### config.mk
export PLATFORM = sky130hd
export DESIGN_NAME = apb_requester_arbiter
export DESIGN_NICKNAME = d
export VERILOG_FILES = /design/src/rtl/apb_pkg.sv /design/src/rtl/apb_rr_arbiter.sv /design/src/rtl/apb_requester_arbiter.sv
export SDC_FILE = /design/constraint.sdc
export NUM_CORES = 1
export LEC_CHECK = 0
export CORE_ASPECT_RATIO = 1.75
export CORE_MARGIN = 2
export CORE_UTILIZATION = 35
export CTS_CLUSTER_DIAMETER = 150
export DETAILED_ROUTE_END_ITERATION = 10
export HOLD_SLACK_MARGIN = 0.02
export PLACE_DENSITY = 0.78
export SLEW_MARGIN = 5
export SYNTH_ARGS = -nofsm -noshare
export SYNTH_HDL_FRONTEND = slang
export SYNTH_SLANG_ARGS = --single-unit
### constraint.sdc
create_clock -name PCLK -period 1.9 [get_ports PCLK]
set_clock_uncertainty 0.1 [all_clocks]
set_input_delay 0.285 -clock PCLK [delete_from_list [all_inputs] [get_ports PCLK]]
set_output_delay 0.285 -clock PCLK [all_outputs]
set_load 0.01 [all_outputs]
### src/rtl/apb_pkg.sv
`default_nettype none
// ----------------------------------------------------------------------------
// apb_pkg : shared APB widths, state encoding, request record, alignment check
// Revision: 1.0
// ----------------------------------------------------------------------------
package apb_pkg;

  localparam int ADDR_WIDTH = 16;
  localparam int DATA_WIDTH = 32;
  localparam int STRB_WIDTH = 4;
  localparam int ALIGNBITS  = $clog2(STRB_WIDTH);

  localparam int DEFAULT_NUM_REQ        = 2;
  localparam int DEFAULT_TIMEOUT_CYCLES = 16;

  typedef enum logic [1:0] {
    IDLE   = 2'd0,
    SETUP  = 2'd1,
    ACCESS = 2'd2,
    ERROR  = 2'd3
  } apb_state_t;

  typedef struct packed {
    logic [ADDR_WIDTH-1:0] addr;
    logic                  write;
    logic [DATA_WIDTH-1:0] wdata;
    logic [STRB_WIDTH-1:0] strb;
  } apb_req_t;

  // Word alignment: the low ALIGNBITS address bits must be zero.
  function automatic logic validAlign(input logic [ADDR_WIDTH-1:0] addr);
    return ((addr & ADDR_WIDTH'((1 << ALIGNBITS) - 1)) == '0);
  endfunction

endpackage
`default_nettype wire

### src/rtl/apb_rr_arbiter.sv
`default_nettype none
// ----------------------------------------------------------------------------
// apb_rr_arbiter : rotating-priority encoder with a pointer that moves past
//                  each accepted winner
// Revision: 1.0
// ----------------------------------------------------------------------------
module apb_rr_arbiter #(
  parameter int NUM_REQ   = 2,
  parameter int IDX_WIDTH = (NUM_REQ > 1) ? $clog2(NUM_REQ) : 1
) (
  input  logic                 clk,
  input  logic                 rst,
  input  logic [NUM_REQ-1:0]   valid,
  input  logic                 enable,
  output logic [NUM_REQ-1:0]   grant,
  output logic [IDX_WIDTH-1:0] grant_idx,
  output logic                 accept
);

  logic [IDX_WIDTH-1:0] r_ptr;
  logic [IDX_WIDTH-1:0] w_cand;
  logic [IDX_WIDTH-1:0] w_idx;
  logic                 w_found;

  // Search upward from the pointer with wrap; first valid requester wins.
  always_comb begin
    w_found = 1'b0;
    w_idx   = '0;
    w_cand  = '0;
    for (int k = 0; k < NUM_REQ; k++) begin
      w_cand = IDX_WIDTH'((int'(r_ptr) + k) % NUM_REQ);
      if (!w_found && valid[w_cand]) begin
        w_found = 1'b1;
        w_idx   = w_cand;
      end
    end
  end

  always_comb begin
    grant        = '0;
    grant[w_idx] = enable & w_found;
  end

  assign accept    = enable & w_found;
  assign grant_idx = w_idx;

  always_ff @(posedge clk) begin
    if (rst) begin
      r_ptr <= '0;
    end else if (accept) begin
      r_ptr <= (w_idx == IDX_WIDTH'(NUM_REQ - 1)) ? '0 : w_idx + IDX_WIDTH'(1);
    end
  end

endmodule
`default_nettype wire

### src/rtl/apb_requester_arbiter.sv
`default_nettype none
// ----------------------------------------------------------------------------
// apb_requester_arbiter : shares one APB completer among NUM_REQ requesters
//                         with round-robin arbitration and wait-state timeout
// Revision: 1.0
// ----------------------------------------------------------------------------
module apb_requester_arbiter
  import apb_pkg::*;
#(
  parameter int NUM_REQ        = DEFAULT_NUM_REQ,
  parameter int TIMEOUT_CYCLES = DEFAULT_TIMEOUT_CYCLES
) (
  input  logic                             PCLK,
  input  logic                             PRESET,
  input  logic [NUM_REQ-1:0]               req_valid,
  output logic [NUM_REQ-1:0]               req_ready,
  input  logic [NUM_REQ*ADDR_WIDTH-1:0]    req_addr,
  input  logic [NUM_REQ-1:0]               req_write,
  input  logic [NUM_REQ*DATA_WIDTH-1:0]    req_wdata,
  input  logic [NUM_REQ*STRB_WIDTH-1:0]    req_strb,
  output logic [NUM_REQ-1:0]               rsp_valid,
  output logic [DATA_WIDTH-1:0]            rsp_rdata,
  output logic                             rsp_err,
  output logic                             PSEL,
  output logic                             PENABLE,
  output logic                             PWRITE,
  output logic [ADDR_WIDTH-1:0]            PADDR,
  output logic [DATA_WIDTH-1:0]            PWDATA,
  output logic [STRB_WIDTH-1:0]            PSTRB,
  input  logic [DATA_WIDTH-1:0]            PRDATA,
  input  logic                             PREADY,
  input  logic                             PSLVERR
);

  localparam int IDX_WIDTH = (NUM_REQ > 1) ? $clog2(NUM_REQ) : 1;
  localparam int CNT_WIDTH = (TIMEOUT_CYCLES > 1) ? $clog2(TIMEOUT_CYCLES + 1) : 1;

  apb_state_t           r_state;
  apb_state_t           w_next_state;
  apb_req_t             r_req;
  apb_req_t             w_sel_req;
  logic [IDX_WIDTH-1:0] r_owner;
  logic [CNT_WIDTH-1:0] r_wait_cnt;
  logic [IDX_WIDTH-1:0] w_grant_idx;
  logic                 w_accept;
  logic                 w_sel_aligned;
  logic                 w_timeout;
  logic                 w_done;
  logic                 w_done_err;
  logic [DATA_WIDTH-1:0] w_done_rdata;
  logic                 w_psel;

  apb_rr_arbiter #(
    .NUM_REQ   (NUM_REQ),
    .IDX_WIDTH (IDX_WIDTH)
  ) u_arb (
    .clk       (PCLK),
    .rst       (PRESET),
    .valid     (req_valid),
    .enable    (r_state == IDLE),
    .grant     (req_ready),
    .grant_idx (w_grant_idx),
    .accept    (w_accept)
  );

  always_comb begin
    w_sel_req.addr  = req_addr[int'(w_grant_idx)*ADDR_WIDTH +: ADDR_WIDTH];
    w_sel_req.write = req_write[w_grant_idx];
    w_sel_req.wdata = req_wdata[int'(w_grant_idx)*DATA_WIDTH +: DATA_WIDTH];
    w_sel_req.strb  = req_strb[int'(w_grant_idx)*STRB_WIDTH +: STRB_WIDTH];
  end

  assign w_sel_aligned = validAlign(w_sel_req.addr);

  // Fires on the TIMEOUT_CYCLES-th consecutive ACCESS cycle with PREADY low.
  assign w_timeout = (TIMEOUT_CYCLES != 0) && (r_state == ACCESS) && !PREADY &&
                     (r_wait_cnt == CNT_WIDTH'(TIMEOUT_CYCLES - 1));

  always_ff @(posedge PCLK) begin
    if (PRESET) begin
      r_state <= IDLE;
    end else begin
      r_state <= w_next_state;
    end
  end

  always_comb begin
    w_next_state = r_state;
    w_done       = 1'b0;
    w_done_err   = 1'b0;
    w_done_rdata = '0;
    case (r_state)
      IDLE: begin
        if (w_accept) begin
          w_next_state = w_sel_aligned ? SETUP : ERROR;
        end
      end
      SETUP: begin
        w_next_state = ACCESS;
      end
      ACCESS: begin
        if (PREADY) begin
          w_next_state = IDLE;
          w_done       = 1'b1;
          w_done_err   = PSLVERR;
          w_done_rdata = r_req.write ? '0 : PRDATA;
        end else if (w_timeout) begin
          w_next_state = IDLE;
          w_done       = 1'b1;
          w_done_err   = 1'b1;
        end
      end
      ERROR: begin
        w_next_state = IDLE;
        w_done       = 1'b1;
        w_done_err   = 1'b1;
      end
      default: begin
        w_next_state = IDLE;
      end
    endcase
  end

  // Misaligned requests never touch r_req so the bus keeps its last values.
  always_ff @(posedge PCLK) begin
    if (PRESET) begin
      r_req      <= '0;
      r_owner    <= '0;
      r_wait_cnt <= '0;
      rsp_valid  <= '0;
      rsp_rdata  <= '0;
      rsp_err    <= 1'b0;
    end else begin
      rsp_valid <= '0;
      if (w_accept) begin
        r_owner <= w_grant_idx;
        if (w_sel_aligned) begin
          r_req <= w_sel_req;
        end
      end
      if (r_state == ACCESS && !PREADY) begin
        r_wait_cnt <= r_wait_cnt + CNT_WIDTH'(1);
      end else begin
        r_wait_cnt <= '0;
      end
      if (w_done) begin
        rsp_valid[r_owner] <= 1'b1;
        rsp_rdata          <= w_done_rdata;
        rsp_err            <= w_done_err;
      end
    end
  end

  assign w_psel  = (r_state == SETUP) || (r_state == ACCESS);
  assign PSEL    = w_psel;
  assign PENABLE = (r_state == ACCESS);
  assign PWRITE  = r_req.write;
  assign PADDR   = r_req.addr;
  assign PWDATA  = r_req.wdata;
  assign PSTRB   = (w_psel && r_req.write) ? r_req.strb : '0;

endmodule
`default_nettype wire

==> flow_metrics.tcl <==
set metrics [dict create \
    setup_tns_ns 0 \
    synth_cells 529 \
    seq_power_share_pct 33.8 \
    relSlewSlack_pct 60.7 \
    p_switching_mw 2.31 \
    cts_made_buffers 9 \
    ys_top_cells_by_area "dfxtp_1, a221oi_1, nand4b_1, o31ai_1, buf_4" \
    critPathLaunchType "flip-flop" \
    drive_gt1_share_pct 13.1 \
    synth_top_area_cell "dfxtp_1" \
    vias_per_cell 5.44 \
    worstPathArrival_ns 1.99 \
    overflow 0 \
    worstPathRequired_ns 2.01 \
    clock_latency_ns 0.34 \
    syn-num-nets 680 \
    clkPwrFrac_pct 27.8 \
    hold_path_class "in -> reg" \
    ys_warn_count 0 \
    tightest_slew_ns 0.589 \
    drt_pass1_iterations 5 \
    worstSetupPathType "reg -> reg" \
    whs_ns 0.229 \
    power.internal_mw 4.97 \
    synth_seq_area_share_pct 40.1 \
    ant_nets 0 \
    die_h_um 160 \
    fmax_mhz 532 \
    switching_share_pct 31.7 \
    grt_pass1_wl_mm 25.4 \
    cts_max_level 3 \
    clockBufferDepth 2 \
    tritoncts "built" \
    hold_viol_final 0 \
    core_area_um2 13500 \
    grt_pass1_vias 5115 \
    finalSetupViolations 0 \
    antennaDiodeCount 0 \
    antenna_found_initial 0 \
    fin_nets 858 \
    wirelength_mm 16.7 \
    synth-seq-cells 97 \
    ioPinCount 236 \
    syn_avg_cell_area_um2 9.16 \
    start_util_pct 36.0 \
    grt_max_degree 52 \
    crit_fanout 9 \
    drc 0 \
    die_x_um 92.9 \
    fillers 1187 \
    area_growth_pct 56.9 \
    drv_cap 0 \
    routedWlPerCell_um 18.8 \
    timing.reg2reg.setup_slack_ns 0.02 \
    hpwl_mm 11.5 \
    clkTransAtPathRegs_ns 0.07 \
    status "complete, no violations" \
    clock-root-buffer "clkbuf_16" \
    slew_violations 0 \
    numPortBuffers 235 \
    timing.final.crit_share_pct 98.9 \
    vias 4820 \
    row_count 56 \
    drt_iter0_drc 251 \
    fin_crit_ns 1.88 \
    place_congestion 0.825 \
    leakagePower_nw 2.71 \
    yosysUniqueCellTypes 35 \
    combPwrFrac_pct 38.4 \
    ir_drop_uv 694 \
    synth.top_cell.area_share_pct 40.1 \
    power.density_cell_area_nw_per_um2 958 \
    die_area_um2 14800 \
    synth_area_um2 4840 \
    cts_num_sinks 97 \
    end_kind "flip-flop" \
    grtUsageTotal_pct 21.2 \
]
==> cell families after synthesis <==
| family | count (synthesis) | synth area share [%] |
|---|---|---|
| buffers and inverters | 159 | 18.0 |
| AOI/OAI and AO/OA | 141 | 23.4 |
| and+or+nand+nor | 122 | 16.2 |
| DFF | 97 | 40.1 |
| adders and majority gates | 7 | 1.81 |
| xor gates and xnor gates | 2 | 0.362 |
| muxes | 1 | 0.207 |
==> worst max-delay path: stages (launching register included) <==
cell and delay (ns):
dfxtp_2 0.36, ha_4 0.14, and3_4 0.20, ha_4 0.14, o21a_1 0.17, nor2_4 0.06, buf_12 0.14, clkbuf_16 0.16
a22oi_1 0.21, nor2_1 0.07
==> cells in the mapped netlist <==
cell type  number
and3b_1         2
inv_1          55
a221oi_1       51
xnor2_1         1
or3b_1          1
nor3b_1         2
a22oi_1        32
and3_4          1
nand4b_1       51
nand2b_1        2
and2_1          1
dfxtp_1        97
o21a_1          1
a21oi_1         2
ha_1            7
a311oi_2        1
mux2i_1         1
nand2_1         1
o31ai_1        51
a21oi_2         1
buf_1           1
or3b_2          1
buf_4          49
o21ai_4         1
buf_2           6
nor3_1          5
nand3_1         1
buf_6          11
clkbuf_1       37
or2_0           1
xor2_1          1
nor2_1         46
nor2b_1         1
and3_1          6
o21ai_0         1
==> sequential cells by signal, summed over array words and instances (netlist names), 2 cells and up <==
register and count:
PADDR 16, r_wait_cnt 5, r_state 2, rsp_rdata 32, r_req 4, rsp_valid 2
PWDATA 32
==> power groups by stage <==
| stage | logic, mW | clock network (mW) | registers (mW) |
|---|---|---|---|
| floorplan | 1.35 | 0 | 2.51 |
| global placement | 2.42 | 0 | 2.49 |
| detailed placement | 2.48 | 0 | 2.50 |
| CTS | 2.51 | 2.07 | 2.45 |
| global route | 3.00 | 2.16 | 2.49 |
| finish | 2.79 | 2.03 | 2.46 |
==> area by class of cell <==
class / count / area (µm²) / area share [%]
multi-input cells: 273 / 2180 / 28.7
clock inverters: 6 / 95.1 / 1.25
clock buffers: 10 / 239 / 3.14
flip-flops and latches: 97 / 1940 / 25.6
inverters: 55 / 206 / 2.72
well taps: 174 / 218 / 2.86
repair buffers: 271 / 2720 / 35.8
==> through the flow <==
stage | cells | utilization (%) | instance area [µm²] | worst slack (ns) | power, mW
final | 886 | 56.5 | 7600 | 0.0213 | 7.28
after global routing | 886 | 56.5 | 7600 | -0.0220 | 7.65
after CTS | 877 | 54.7 | 7360 | -0.00643 | 7.04
after detailed placement | 861 | 52.2 | 7030 | -0.257 | 4.98
after global placement | 861 | 52.2 | 7030 | -0.198 | 4.91
after floorplan | 529 | - | 4840 | 0.0400 | 3.86
==> per-layer routing <==
metal	global-route usage (%)	vias to the layer above	wire, µm
met1	22.2	2304	5890
li1	-	2251	-
met3	4.76	39	1120
met4	8.49	0	602
met2	39.6	226	9050
met5	0	-	0
==> path summary, 6_finish.rpt <==
| kind | cells past startpoint | startpoint | endpoint |
|---|---|---|---|
| worst max-delay path | 9 | r_wait_cnt[1]$_SDFF_PP0_ | rsp_rdata[29]$_SDFFE_PP0P_ |
| worst min-delay path | 3 | PRESET | r_wait_cnt[0]$_SDFF_PP0_ |
| worst max register to register | 9 | r_wait_cnt[1]$_SDFF_PP0_ | rsp_rdata[29]$_SDFFE_PP0P_ |
| worst min register to register | 2 | PADDR[4]$_SDFFE_PP0P_ | PADDR[4]$_SDFFE_PP0P_ |
==> cells in the final DEF, fill, tap and decap left out, types with 2 or more instances in the layout <==
cell	n
and3_4	2
inv_6	3
clkdlybuf4s50_1	224
clkbuf_16	12
o31ai_1	51
buf_2	2
nor2_1	43
dlygate4sd2_1	2
nor2_4	2
a22oi_2	13
ha_4	3
dfxtp_2	2
a22oi_1	19
a221oi_1	51
inv_1	55
nor3_1	5
and3_1	5
dfxtp_1	95
buf_4	26
a21oi_2	2
clkbuf_2	5
bufinv_16	2
and3b_1	2
buf_12	6
ha_1	3
nand4b_1	51
==> repair_timing <==
item	4_1_cts	5_1_grt
resized for setup	9	36
gates cloned	0	4
endpoints found under the setup margin	9	42
buffers inserted	0	5
hold buffers	0	0
pin swaps	0	18
No activity file was read; power rests on OpenSTA's default activity.
